===== src/rtl/down_counter_timer.sv =====
// Programmable down-counting timer with optional auto-reload.
//
// A load captures load_val into both the live count and a reload register
// and parks the timer in IDLE. start launches the countdown, pause (level)
// freezes it, and expiry raises a one-cycle done pulse. With AUTO_RELOAD=1
// expiry restarts from the reload register instead of stopping in DONE.
//
// Ports:
//   clk       sole clock, rising edge
//   reset     synchronous active-high reset
//   load      capture load_val into count and reload register
//   load_val  value captured on load
//   start     begin/restart countdown
//   pause     hold count while high
//   count     registered current count
//   state     registered FSM state (IDLE=00, RUN=01, PAUSE=10, DONE=11)
//   busy      state is RUN or PAUSE (decode of registered state)
//   zero      count == 0 (decode of registered count)
//   done      registered one-cycle expiry pulse
module down_counter_timer #(
  parameter int unsigned WIDTH       = 4,
  parameter bit          AUTO_RELOAD = 1'b0
) (
  input  logic             clk,
  input  logic             reset,
  input  logic             load,
  input  logic [WIDTH-1:0] load_val,
  input  logic             start,
  input  logic             pause,
  output logic [WIDTH-1:0] count,
  output logic [1:0]       state,
  output logic             busy,
  output logic             zero,
  output logic             done
);

  typedef enum logic [1:0] {
    IDLE    = 2'b00,
    RUN     = 2'b01,
    PAUSED  = 2'b10,
    EXPIRED = 2'b11
  } state_t;

  state_t           state_q, state_d;
  logic [WIDTH-1:0] count_q, count_d;
  logic [WIDTH-1:0] reload_q, reload_d;
  logic             done_q, done_d;

  // State, count, reload and done registers; reset beats everything else.
  always_ff @(posedge clk) begin
    if (reset) begin
      state_q  <= IDLE;
      count_q  <= '0;
      reload_q <= '0;
      done_q   <= 1'b0;
    end else begin
      state_q  <= state_d;
      count_q  <= count_d;
      reload_q <= reload_d;
      done_q   <= done_d;
    end
  end

  // Next-state logic: load overrides every FSM transition.
  always_comb begin
    state_d  = state_q;
    count_d  = count_q;
    reload_d = reload_q;
    done_d   = 1'b0;

    if (load) begin
      count_d  = load_val;
      reload_d = load_val;
      state_d  = IDLE;
    end else begin
      unique case (state_q)
        IDLE: begin
          // A zero count has nothing to time, so start is ignored.
          if (start && (count_q != '0)) begin
            state_d = RUN;
          end
        end
        RUN: begin
          if (pause) begin
            state_d = PAUSED;
          end else if (count_q > WIDTH'(1)) begin
            count_d = count_q - WIDTH'(1);
          end else if (count_q == WIDTH'(1)) begin
            done_d = 1'b1;
            if (AUTO_RELOAD) begin
              count_d = reload_q;
            end else begin
              count_d = '0;
              state_d = EXPIRED;
            end
          end else begin
            // Unreachable with a nonzero start count; never decrement past 0.
            state_d = EXPIRED;
          end
        end
        PAUSED: begin
          // Resume costs one edge: count holds while returning to RUN.
          if (!pause) begin
            state_d = RUN;
          end
        end
        EXPIRED: begin
          if (start && (reload_q != '0)) begin
            count_d = reload_q;
            state_d = RUN;
          end
        end
        default: state_d = IDLE;
      endcase
    end
  end

  assign count = count_q;
  assign state = state_q;
  assign done  = done_q;
  assign busy  = (state_q == RUN) || (state_q == PAUSED);
  assign zero  = (count_q == '0);

endmodule


===== config.mk =====
export PLATFORM = sky130hd
export DESIGN_NAME = down_counter_timer
export DESIGN_NICKNAME = d
export VERILOG_FILES = /design/src/rtl/down_counter_timer.sv
export SDC_FILE = /design/constraint.sdc
export NUM_CORES = 1
export LEC_CHECK = 0
export BUFFER_PORTS_ARGS = -buffer_cell sky130_fd_sc_hd__buf_2
export CAP_MARGIN = 20
export CORE_UTILIZATION = 51
export DETAILED_ROUTE_END_ITERATION = 16
export GPL_TIMING_DRIVEN = 0
export HOLD_SLACK_MARGIN = 0.12
export PLACE_DENSITY = 0.88
export SLEW_MARGIN = 20
export SYNTH_ARGS = -nofsm -noshare
export SYNTH_HDL_FRONTEND = slang
export SYNTH_SLANG_ARGS = --single-unit

===== constraint.sdc =====
create_clock -name clk -period 2.1 [get_ports clk]
set_input_delay 0.42 -clock clk [delete_from_list [all_inputs] [get_ports clk]]
set_output_delay 0.42 -clock clk [all_outputs]
set_load 0.02 [all_outputs]

Word-level counts from Yosys, hierarchy flattened
Cells that the tools add are included.

Add/sub/neg operators: 1. Magnitude comparators: 1. Equal/unequal tests: 11. Multiplexer cells: 13. Bitwise gates (word level): 1. Reductions and logical operators: 12.

Operators with widths (number): $mux W4 (5); $mux W2 (5); $ne A3 B3 Y1 const B (3); $pmux W2 S4 (1); $pmux W4 S2 (1); $reduce_and A4 Y1 (2); $reduce_bool A4 Y1 (2); $ne A2 B2 Y1 const B (3); $reduce_or A5 Y1 (1); $eq A2 B2 Y1 const B (2); $eq A4 B1 Y1 const B (1); $gt A4 B1 Y1 const B (1); $logic_not A4 Y1 (1); $ne A4 B4 Y1 const B (1); $sub A4 B1 Y4 const B (1); $reduce_bool A3 Y1 (1); $eq A2 B1 Y1 const B (1); $logic_and A1 B1 Y1 (2); $logic_not A2 Y1 (1); $reduce_or A2 Y1 (1); $logic_or A1 B1 Y1 (1); $mux W1 (1); $not A1 Y1 (1).

Register bits: 11. Bits of input ports: 9. Output and inout bits: 9. Logic and storage cells: 43.

Logic depth before layout (Yosys ltp)
Gate-level depths: netlist (run 1).

Depth in word-level cells: 6. Depth in mapped cells: 6. Depth with buffers taken out: 6.

Worst setup path after synthesis (run 1)
Ideal clock, no wire load.

Kind: register to register. Start: register state_q[0], in the netlist state[0]. End: register count_q[0], in the netlist count[0]. Library setup time: 0.130 ns. Data arrival time: 1.761 ns. Required time: 1.970 ns. Slack: 0.209 ns. Cell stages (with the launch flop): 6. Buffers on the path: 0. Period minus slack after synthesis: 1.891 ns. Cells stage by stage: dfxtp_1 -> ha_1 -> or3b_1 -> or3_1 -> a311oi_1 -> a211oi_1.

Cells in the longest elaborated chain, start to end: 3. Elaborated cells on any way between the ends: 9. Those cells by class: 5 x eq/ne; 2 x mux; 2 x reduce/logical.

RTL lines: start, declared (line 44) `state_t state_q, state_d;`; start signal, assigned (line 57) `state_q <= state_d;`; $eq A2 B1 Y1 or $eq A2 B2 Y1 (tied branches) (line 76) `unique case (state_q)`; $ne A4 B4 Y1 (no source line) (tied with other cells); $reduce_and A4 Y1 (no source line) or $mux W4 (tied branches); end signal, assigned (line 58) `count_q <= count_d;`; end, declared (line 45) `logic [WIDTH-1:0] count_q, count_d;`.

Parallel ways exist; a longest one is shown, timed or not. A chain may end at the register's enable or synchronous reset.

Worst setup path in the final report (run 1)
Start: register count_q[0], in the netlist count[0]. End: register count_q[3], in the netlist count[3].

Cells in the longest elaborated chain, start to end: 5. Elaborated cells on any way between the ends: 9. Those cells by class: 1 x add/sub; 1 x order compare; 2 x eq/ne; 4 x mux; 1 x reduce/logical.

RTL lines: $sub A4 B1 Y4 or $gt A4 B1 Y1 (tied branches) (line 87, 86); $mux W4 (line 86) `end else if (count_q > WIDTH'(1)) begin`; $mux W4 (line 84) `if (pause) begin`; $pmux W4 S2 (line 76); $mux W4 (line 71) `if (load) begin`.

Parallel ways exist; a longest one is shown, timed or not. The select of a mux whose other input is x is not followed.

==> out/qor.yml, run 1 <==
status: "finished, final reports clean"
whs_path_depth: 3
fin_worst_skew_ps: 14.5
ff2ff_path_depth: 6
synthTopCellsByArea: "dfxtp_1, ha_1, mux2i_1"
ys.flop_type: "dfxtp_1"
fin_area_sq_um: 892
wirelength_mm: 1.94
setup_viol: 0
synthAdderAreaFrac: 0.116
synth_top_area_frac: 0.291
nets: 122
ir_worst_vdd_mv: 0.324
grt_setup_unrepaired: "no"
synth_top_cell_by_area: "dfxtp_1"
ant_nets: 0
placed_cell_area_sq_um: 860
crit_fanout: 5
slew_viol_final: 0
critical_path_class: "register to register"
drv_cap: 0
io_pins: 18
viasPerCell: 6.63
p_leak_nw: 0.397
layout.cells.most_common_list: "buf_2, nor2_1, dfxtp_1, inv_1, ha_1"
setup.worst_path.start_class: "register"
max_stage_delay_ps: 430
critPathRequiredTime_ps: 2270
start_util: 0.567
grt_pass1_wl_mm: 2.97
grt_antenna_before_repair: 0
synth_fp_nets: 100
timing.rr.end: "count[3]$_SDFFE_PP0P_"
path_clk_slew_ps: 90
drcViolationCount: 0
crit_start: "count[0]$_SDFFE_PP0P_"
cp.buffers_inverters: 1
end_kind: "register"
cts_buffers: 3
dieArea_sq_um: 1640
synth-edff-count: 0
ys_ff_latch: 11
grt_overflow: 0
drt_iter0_drc: 44
worstSkewPairLatency_ps: 280
synth_compound_area_frac: 0.224
synthCells: 84
num_rows: 13
synth_seq_area_share: 0.291
cts_buffer_depth: 2
synthMuxAreaShare: 0.0795
synthArstFlopShare: 0
critPathTopFamily: "compound AO/OA/AOI/OAI gates"
power.density_nw_per_um2: 679
cts_tree: "done"
hold_viol_final: 0
cts-root-buf: "clkbuf_4"
path_depth: 6
drive_gt1_frac: 0.248
core_area_sq_um: 1330
yosys.area_share.simple: 0.224
num_vias: 796
worstPathCellList: "inv_1, ha_1, or2_1, a211oi_2, a222oi_1, o32ai_1"
post_synth.cell_area_avg_sq_um: 9.00
dr.pass1.iters: 4
syn_area_sq_um: 756
die_x_microns: 40.5
gp_congestion: 0.869
wl_per_cell_microns: 16.1
die_h_microns: 40.5
max_slew_margin: 0.674
worst_slew_pin_slew_ps: 485
fin_crit_ps: 2030
reg2reg_from: "count[0]$_SDFFE_PP0P_"
hp-class: "input port to register"
critPathSlowestCell: "dfxtp_1"
io_buffers: 17
min_period_over_period: 0.969
final_common_cell: "buf_2"
htree_levels: 1
worst-endpoint-arrival_ps: 2210
clock_sinks: 11
hpwl_mm: 1.44
synth-xor-area-share: 0
grt_max_degree: 11
antenna_cells: 0
ys_types: 29
critPathCapture: "count[3]$_SDFFE_PP0P_"
clock.fmax_mhz: 491
grt_pass1_vias: 716
synth_top_family_by_area: "compound AO/OA/AOI/OAI gates"
track_usage: 0.269
cts_setup_buffers: 0
syn2layout_area_growth_pct: 18.0
r2r_slack_ps: 70
tns_ps: 0
ys_warn_count: 0
worst min-delay path by stage:
stage / from / to / slack, ps
finish: load_val[1] / reload_q[1]$_SDFFE_PP0P_ / 420
global placement: state[1]$_SDFFE_PP0P_ / state[1]$_SDFFE_PP0P_ / 500
floorplan: reload_q[0]$_SDFFE_PP0P_ / reload_q[0]$_SDFFE_PP0P_ / 480
detailed placement: state[0]$_SDFFE_PP0P_ / state[0]$_SDFFE_PP0P_ / 520
global route: load_val[0] / reload_q[0]$_SDFFE_PP0P_ / 420
CTS: load_val[0] / reload_q[0]$_SDFFE_PP0P_ / 420
registers in the layout (all words and copies together) (netlist names):
name and cells:
count 4, reload_q 4, state 2, done 1
cell type report:
| class | instances | area (sq um) |
|---|---|---|
| Multi-Input combinational cell | 63 | 492 |
| Buffer | 2 | 20.0 |
| Fill cell | 113 | 442 |
| Inverter | 8 | 30.0 |
| Clock buffer | 4 | 26.3 |
| Sequential cell | 11 | 220 |
| Timing Repair Buffer | 17 | 85.1 |
| Tap cell | 15 | 18.8 |
Yosys cell counts, types with 2 or more instances:
master / count
o32ai_1: 3
a221oi_1: 2
mux2i_1: 6
a211oi_1: 3
dfxtp_1: 11
nand2b_1: 4
nand2_1: 5
inv_1: 8
a211o_1: 3
ha_1: 7
or3_1: 2
a222oi_1: 3
nor2_1: 11
through the flow:
step / power (mW) / cells / hold slack (ps) / utilization / setup WS [ps]
detailed placement: 0.449 / 116 / 518 / 0.644 / 208
CTS: 0.600 / 120 / 419 / 0.664 / 156
floorplan: 0.388 / 84 / 484 / - / 209
global placement: 0.439 / 116 / 495 / 0.644 / 221
finish: 0.606 / 120 / 417 / 0.669 / 65.1
global route: 0.635 / 120 / 418 / 0.669 / 14.2
logic make-up (layout without fill, tap and decap cells):
family | after synthesis | in the layout
adders and majority gates | 7 | 7
buffers and inverters | 10 | 31
muxes | 6 | 6
DFF | 11 | 11
and+or+nand+nor | 30 | 30
AOI/OAI and AO/OA | 20 | 20
per-layer routing:
metal / part of all wire / GRT usage
met1: 0.39 / 0.329
met2: 0.46 / 0.425
met3: 0.11 / 0.0556
met4: 0.038 / 0.167
met5: 0 / 0
what timing repair did:
item	4_1_cts	5_1_grt
hold buffers	0	0
resized for setup	0	1
endpoints found under the setup margin	0	1
power breakdown:
group / switching [mW] / internal (mW) / leakage (nW) / total [mW]
Combinational: 0.123 / 0.0847 / 0.291 / 0.208
Clock: 0.0797 / 0.0735 / 0.0150 / 0.153
Sequential: 0.0208 / 0.224 / 0.0903 / 0.245
worst reg2reg max path, cell delays in order (launching register included):
cell and delay, ps:
dfxtp_1 430, inv_1 130, ha_1 230, or2_1 270, a211oi_2 430, a222oi_1 200, o32ai_1 250
(Power assumes the default switching activity.)
==> inputs of run 2 (changes only) <==
--- a/config.mk
+++ b/config.mk
@@ -5,12 +5,14 @@
 export SDC_FILE = /design/constraint.sdc
 export NUM_CORES = 1
 export LEC_CHECK = 0
+export ABC_AREA = 1
 export BUFFER_PORTS_ARGS = -buffer_cell sky130_fd_sc_hd__buf_2
 export CAP_MARGIN = 20
 export CORE_UTILIZATION = 51
 export DETAILED_ROUTE_END_ITERATION = 16
-export GPL_TIMING_DRIVEN = 0
+export GPL_TIMING_DRIVEN = 1
 export HOLD_SLACK_MARGIN = 0.12
+export MAX_ROUTING_LAYER = met4
 export PLACE_DENSITY = 0.88
 export SLEW_MARGIN = 20
 export SYNTH_ARGS = -nofsm -noshare
==> out/qor.yml, run 2 <==
htree_levels: 1
ant_nets: 0
synth_fp_nets: 131
cp.buffers_inverters: 3
critPathTopFamily: "buffers and inverters"
core_area_sq_um: 1350
yosys.area_share.simple: 0.374
use_met3: 0.0761
synth_top_cell_by_area: "dfxtp_1"
critPathRequiredTime_ps: 1680
drt_iter0_drc: 23
crit_start: "count[0]$_SDFFE_PP0P_"
grt_pass1_wl_mm: 2.84
start_util: 0.567
cts_buffer_depth: 2
num_vias: 818
min_period_over_period: 0.831
drive_gt1_frac: 0.274
ys_top_cells_by_count: "nand2_1, nor2_1, inv_1, dfxtp_1, ha_1"
fin_crit_ps: 1750
hpwl_mm: 1.34
synth-edff-count: 0
synth_top_area_frac: 0.288
reg2reg_from: "state[1]$_SDFFE_PP0P_"
synthCells: 115
fin_cells: 150
hold_viol_final: 0
hp-class: "input port to register"
critPathSlowestCell: "dfxtp_1"
final_common_cell: "nand2_1"
p_leak_nw: 0.471
synth-xor-area-share: 0
fillers: 127
grt_setup_unrepaired: "no"
slew_viol_final: 0
met1_usage: 0.279
wl_per_cell_microns: 11.6
worstPathCellList: "inv_1, ha_1, inv_1, nor2_1, buf_2"
synthArstFlopShare: 0
critical_path_class: "register to output port"
synthAdderAreaFrac: 0.114
worst-endpoint-arrival_ps: 1330
die_h_microns: 40.8
ys.flop_type: "dfxtp_1"
ir_worst_vdd_mv: 0.504
timing.critical_path.mode_cell: "inv_1"
clock.fmax_mhz: 573
synthMuxAreaShare: 0
synth_seq_area_share: 0.288
status: "finished, final reports clean"
die_x_microns: 40.8
cts-root-buf: "clkbuf_4"
grt_pass1_vias: 705
grt_max_degree: 12
setup_viol: 0
nets: 152
cts_buffers: 3
setup.worst_path.start_class: "register"
wirelength_mm: 1.74
crit_fanout: 6
max_stage_delay_ps: 330
layout.cells.most_common_list: "nand2_1, nor2_1, buf_2, inv_1, dfxtp_1"
cts_setup_buffers: 0
worstHoldStart: "reset"
fin_worst_skew_ps: 1.50
io_pins: 18
num_rows: 13
synth_top_family_by_area: "simple AND/OR/NAND/NOR gates"
synthTopCellsByArea: "dfxtp_1, nand2_1, ha_1"
placedCellCount: 146
yosysMostFrequentCell: "nand2_1"
tns_ps: 0
syn2layout_area_growth_pct: 15.7
ctsHoldBuffers: 0
clock_sinks: 11
worstSkewPairLatency_ps: 280
gp_congestion: 0.931
drv_cap: 0
grt_overflow: 0
cts_tree: "done"
max_slew_margin: 0.833
power.density_nw_per_um2: 716
io_buffers: 17
post_synth.cell_area_avg_sq_um: 6.66
cts_resized: 0
end_kind: "output port"
grt_antenna_before_repair: 0
synth_compound_area_frac: 0.116
viasPerCell: 5.45
ys_ff_latch: 11
ys_types: 22
ys_warn_count: 0
dieArea_sq_um: 1660
antenna_cells: 0
drcViolationCount: 0
track_usage: 0.278
path_clk_slew_ps: 80
top_usage_layer: "met2"
worst_slew_pin_slew_ps: 250
dr.pass1.iters: 4
grt_util_met2: 0.452
syn_area_sq_um: 766
run 2: changes by cell type after synthesis, sizes merged, moves of 4 or more:
cell / before / now
nand2: 5 / 32
inv: 8 / 19
nor2: 11 / 19
nand3: 0 / 7
mux2i: 6 / 0
a21oi: 1 / 6
a211oi: 4 / 0
nand2b: 4 / 0
run 2: per-stage QoR:
stage / hold slack (ps) / util / area (sq um) / worst slack, ps / total power, mW
5_1_grt: 370 / 0.656 / 886 / 279 / 0.686
6_report: 377 / 0.656 / 886 / 354 / 0.634
4_1_cts: 363 / 0.656 / 886 / 392 / 0.637
3_3_place_gp: 471 / 0.636 / 858 / 604 / 0.475
3_5_place_dp: 483 / 0.636 / 858 / 528 / 0.483
2_1_floorplan: 447 / - / 766 / 596 / 0.424
run 2: final timing paths:
check / to / slack [ps] / cells past startpoint
setup / recovery: zero / 350 / 5
hold reg to reg: count[1]$_SDFFE_PP0P_ / 500 / 2
hold / removal: reload_q[0]$_SDFFE_PP0P_ / 380 / 2
setup reg to reg: count[3]$_SDFFE_PP0P_ / 520 / 10
run 2: report_power, final:
part / total (mW) / internal, mW / switching [mW]
Sequential: 0.245 / 0.226 / 0.0190
Clock: 0.154 / 0.0708 / 0.0830
Combinational: 0.235 / 0.0848 / 0.151
Total: 0.634 / 0.382 / 0.253
run 2: cell type report:
type	count	area (sq um)	share of cell area
clock buffer	3	22.5	0.0254
timing repair buffer	17	85.1	0.0960
sequential	11	220	0.249
clock inverter	1	5.00	0.00565
inverter	19	71.3	0.0805
multi-input combinational	84	463	0.523
tap	15	18.8	0.0212
run 2: cells by family (layout without fill, tap and decap cells):
kind of cell             count (synthesis)  in the layout
flip-flops                              11             11
AO/OA/AOI/OAI                           14             14
adder cells (fa/ha/maj)                  7              7
buffers and inverters                   20             40
AND/OR/NAND/NOR                         63             63
run 2: metal layers:
layer  up-vias  routed length [microns]
met4         0                       82
met3        12                      119
met5         -                        0
li1        402                        -
met1       360                      715
met2        44                      825
==> inputs of run 3 (changes only) <==
--- a/config.mk
+++ b/config.mk
@@ -5,15 +5,15 @@
 export SDC_FILE = /design/constraint.sdc
 export NUM_CORES = 1
 export LEC_CHECK = 0
-export ABC_AREA = 1
+export ABC_AREA = 0
 export BUFFER_PORTS_ARGS = -buffer_cell sky130_fd_sc_hd__buf_2
 export CAP_MARGIN = 20
-export CORE_UTILIZATION = 51
+export CORE_UTILIZATION = 46
 export DETAILED_ROUTE_END_ITERATION = 16
 export GPL_TIMING_DRIVEN = 1
 export HOLD_SLACK_MARGIN = 0.12
 export MAX_ROUTING_LAYER = met4
-export PLACE_DENSITY = 0.88
+export PLACE_DENSITY = 0.85
 export SLEW_MARGIN = 20
 export SYNTH_ARGS = -nofsm -noshare
 export SYNTH_HDL_FRONTEND = slang
==> constraint.sdc (replaced) <==
create_clock -name clk -period 1.4 [get_ports clk]
set_input_delay 0.28 -clock clk [delete_from_list [all_inputs] [get_ports clk]]
set_output_delay 0.28 -clock clk [all_outputs]
set_load 0.02 [all_outputs]
==> out/qor.yml, run 3 (synthesis gave the netlist of run 1 again) <==
gp_congestion: 0.874
hp-class: "input port to register"
worstHoldStart: "load_val[3]"
drt_iter0_drc: 53
power.density_nw_per_um2: 892
hpwl_mm: 1.62
layout.cells.most_common_list: "buf_4, buf_2, nor2_1, dfxtp_1, mux2i_1"
fin_total_pwr_mw: 1.13
setup.worst_path.start_class: "register"
placedCellCount: 137
grt_setup_unrepaired: "yes"
setup_ws_ps: -363
grt_max_degree: 13
io_pins: 18
slew_viol_final: 0
drive_gt1_frac: 0.597
drv_cap: 0
setup_viol: 9
crit_fanout: 4
grt_antenna_before_repair: 0
track_usage: 0.298
wl_per_cell_microns: 17.5
cts_buffer_depth: 2
core_area_sq_um: 1520
cts-root-buf: "clkbuf_4"
fin_area_sq_um: 1270
worstSkewPairLatency_ps: 280
grt_pass1_vias: 845
crit_start: "state[1]$_SDFFE_PP0P_"
clock.fmax_mhz: 567
syn2layout_area_growth_pct: 68.0
start_util: 0.496
hold_viol_final: 0
end_kind: "register"
placed_cell_area_sq_um: 1070
grt_pass1_wl_mm: 3.91
die_h_microns: 42.5
wirelength_mm: 2.54
worst_slew_pin_slew_ps: 446
fin_cells: 145
critPathRequiredTime_ps: 1600
critical_path_class: "register to register"
io_buffers: 17
num_vias: 854
path_clk_slew_ps: 80
max_slew_margin: 0.700
cts_buffers: 3
antenna_cells: 0
viasPerCell: 5.89
fin_worst_skew_ps: 3.39
fin_crit_ps: 1760
ant_nets: 0
worst-endpoint-arrival_ps: 1960
grt_overflow: 0
htree_levels: 1
final_common_cell: "buf_4"
violations: "negative setup slack"
clock_sinks: 11
cts_tree: "done"
drcViolationCount: 0
die_x_microns: 42.5
min_period_over_period: 1.26
dieArea_sq_um: 1810
nets: 146
dr.pass1.iters: 5
p_leak_nw: 0.561
status: "complete, but fails checks"
reg2reg_from: "state[1]$_SDFFE_PP0P_"
ir_worst_vdd_mv: 0.676
num_rows: 14
dp_slack_ps: -359
[run 3: cell types whose count changed in the layout (fill, tap and decap cells not counted), moves of 5 or more]
cell	change
buf_4	+23
buf_6	+5
ha_1	-6
ha_4	+5
inv_1	-9
inv_2	-5
mux2i_1	+6
nand2_1	-23
nand2_2	-5
nand3_1	-5
nor2_1	-7
[run 3: critical path: stages (launching register included)]
cell and delay, ps:
dfxtp_4 350, inv_4 60, ha_4 120, or3b_4 380, buf_4 150, nor4_2 170, buf_4 190, a21oi_1 80
a211oi_2 190
[run 3: stage by stage]
stage	hold slack (ps)	setup TNS [ps]	utilization
finish	261	-1850	0.833
global route	297	-2110	0.833
CTS	271	-1650	0.805
detailed placement	508	-1570	0.703
global placement	498	-1290	0.703
floorplan	427	-1310	-
[run 3: path summary, 6_finish.rpt]
| check | to | slack (ps) | cells after the start |
|---|---|---|---|
| setup / recovery | count[0]$_SDFFE_PP0P_ | -360 | 8 |
| hold / removal | reload_q[3]$_SDFFE_PP0P_ | 260 | 3 |
| setup reg to reg | count[0]$_SDFFE_PP0P_ | -360 | 8 |
| hold reg to reg | state[0]$_SDFFE_PP0P_ | 550 | 2 |
[run 3: final cells by class]
class	count	area, sq um
clock buffer	4	26.3
fill	80	254
inverter	8	40.0
multi-input combinational	63	644
sequential	11	235
tap	16	20.0
timing repair buffer	43	304
[run 3: repair_timing]
item                                   4_1_cts  5_1_grt
setup buffers                                2        2
pin swaps                                    7        4
endpoints found under the hold margin        0        0
hold buffers                                 0        0
resized for setup                           22        7
setup endpoints to repair                    8        9
[run 3: report_power, final]
| group | leakage [nW] | internal [mW] | switching [mW] |
|---|---|---|---|
| clock network | 0.0150 | 0.111 | 0.121 |
| registers | 0.0931 | 0.336 | 0.0260 |
| logic | 0.452 | 0.272 | 0.267 |
[run 3: metal layers]
| metal | wire [microns] | up-vias | GRT usage |
|---|---|---|---|
| met2 | 1250 | 53 | 0.495 |
| met5 | 0 | - | - |
| li1 | - | 404 | - |
| met1 | 1070 | 391 | 0.359 |
| met3 | 191 | 6 | 0.0474 |
| met4 | 34 | 0 | 0.119 |
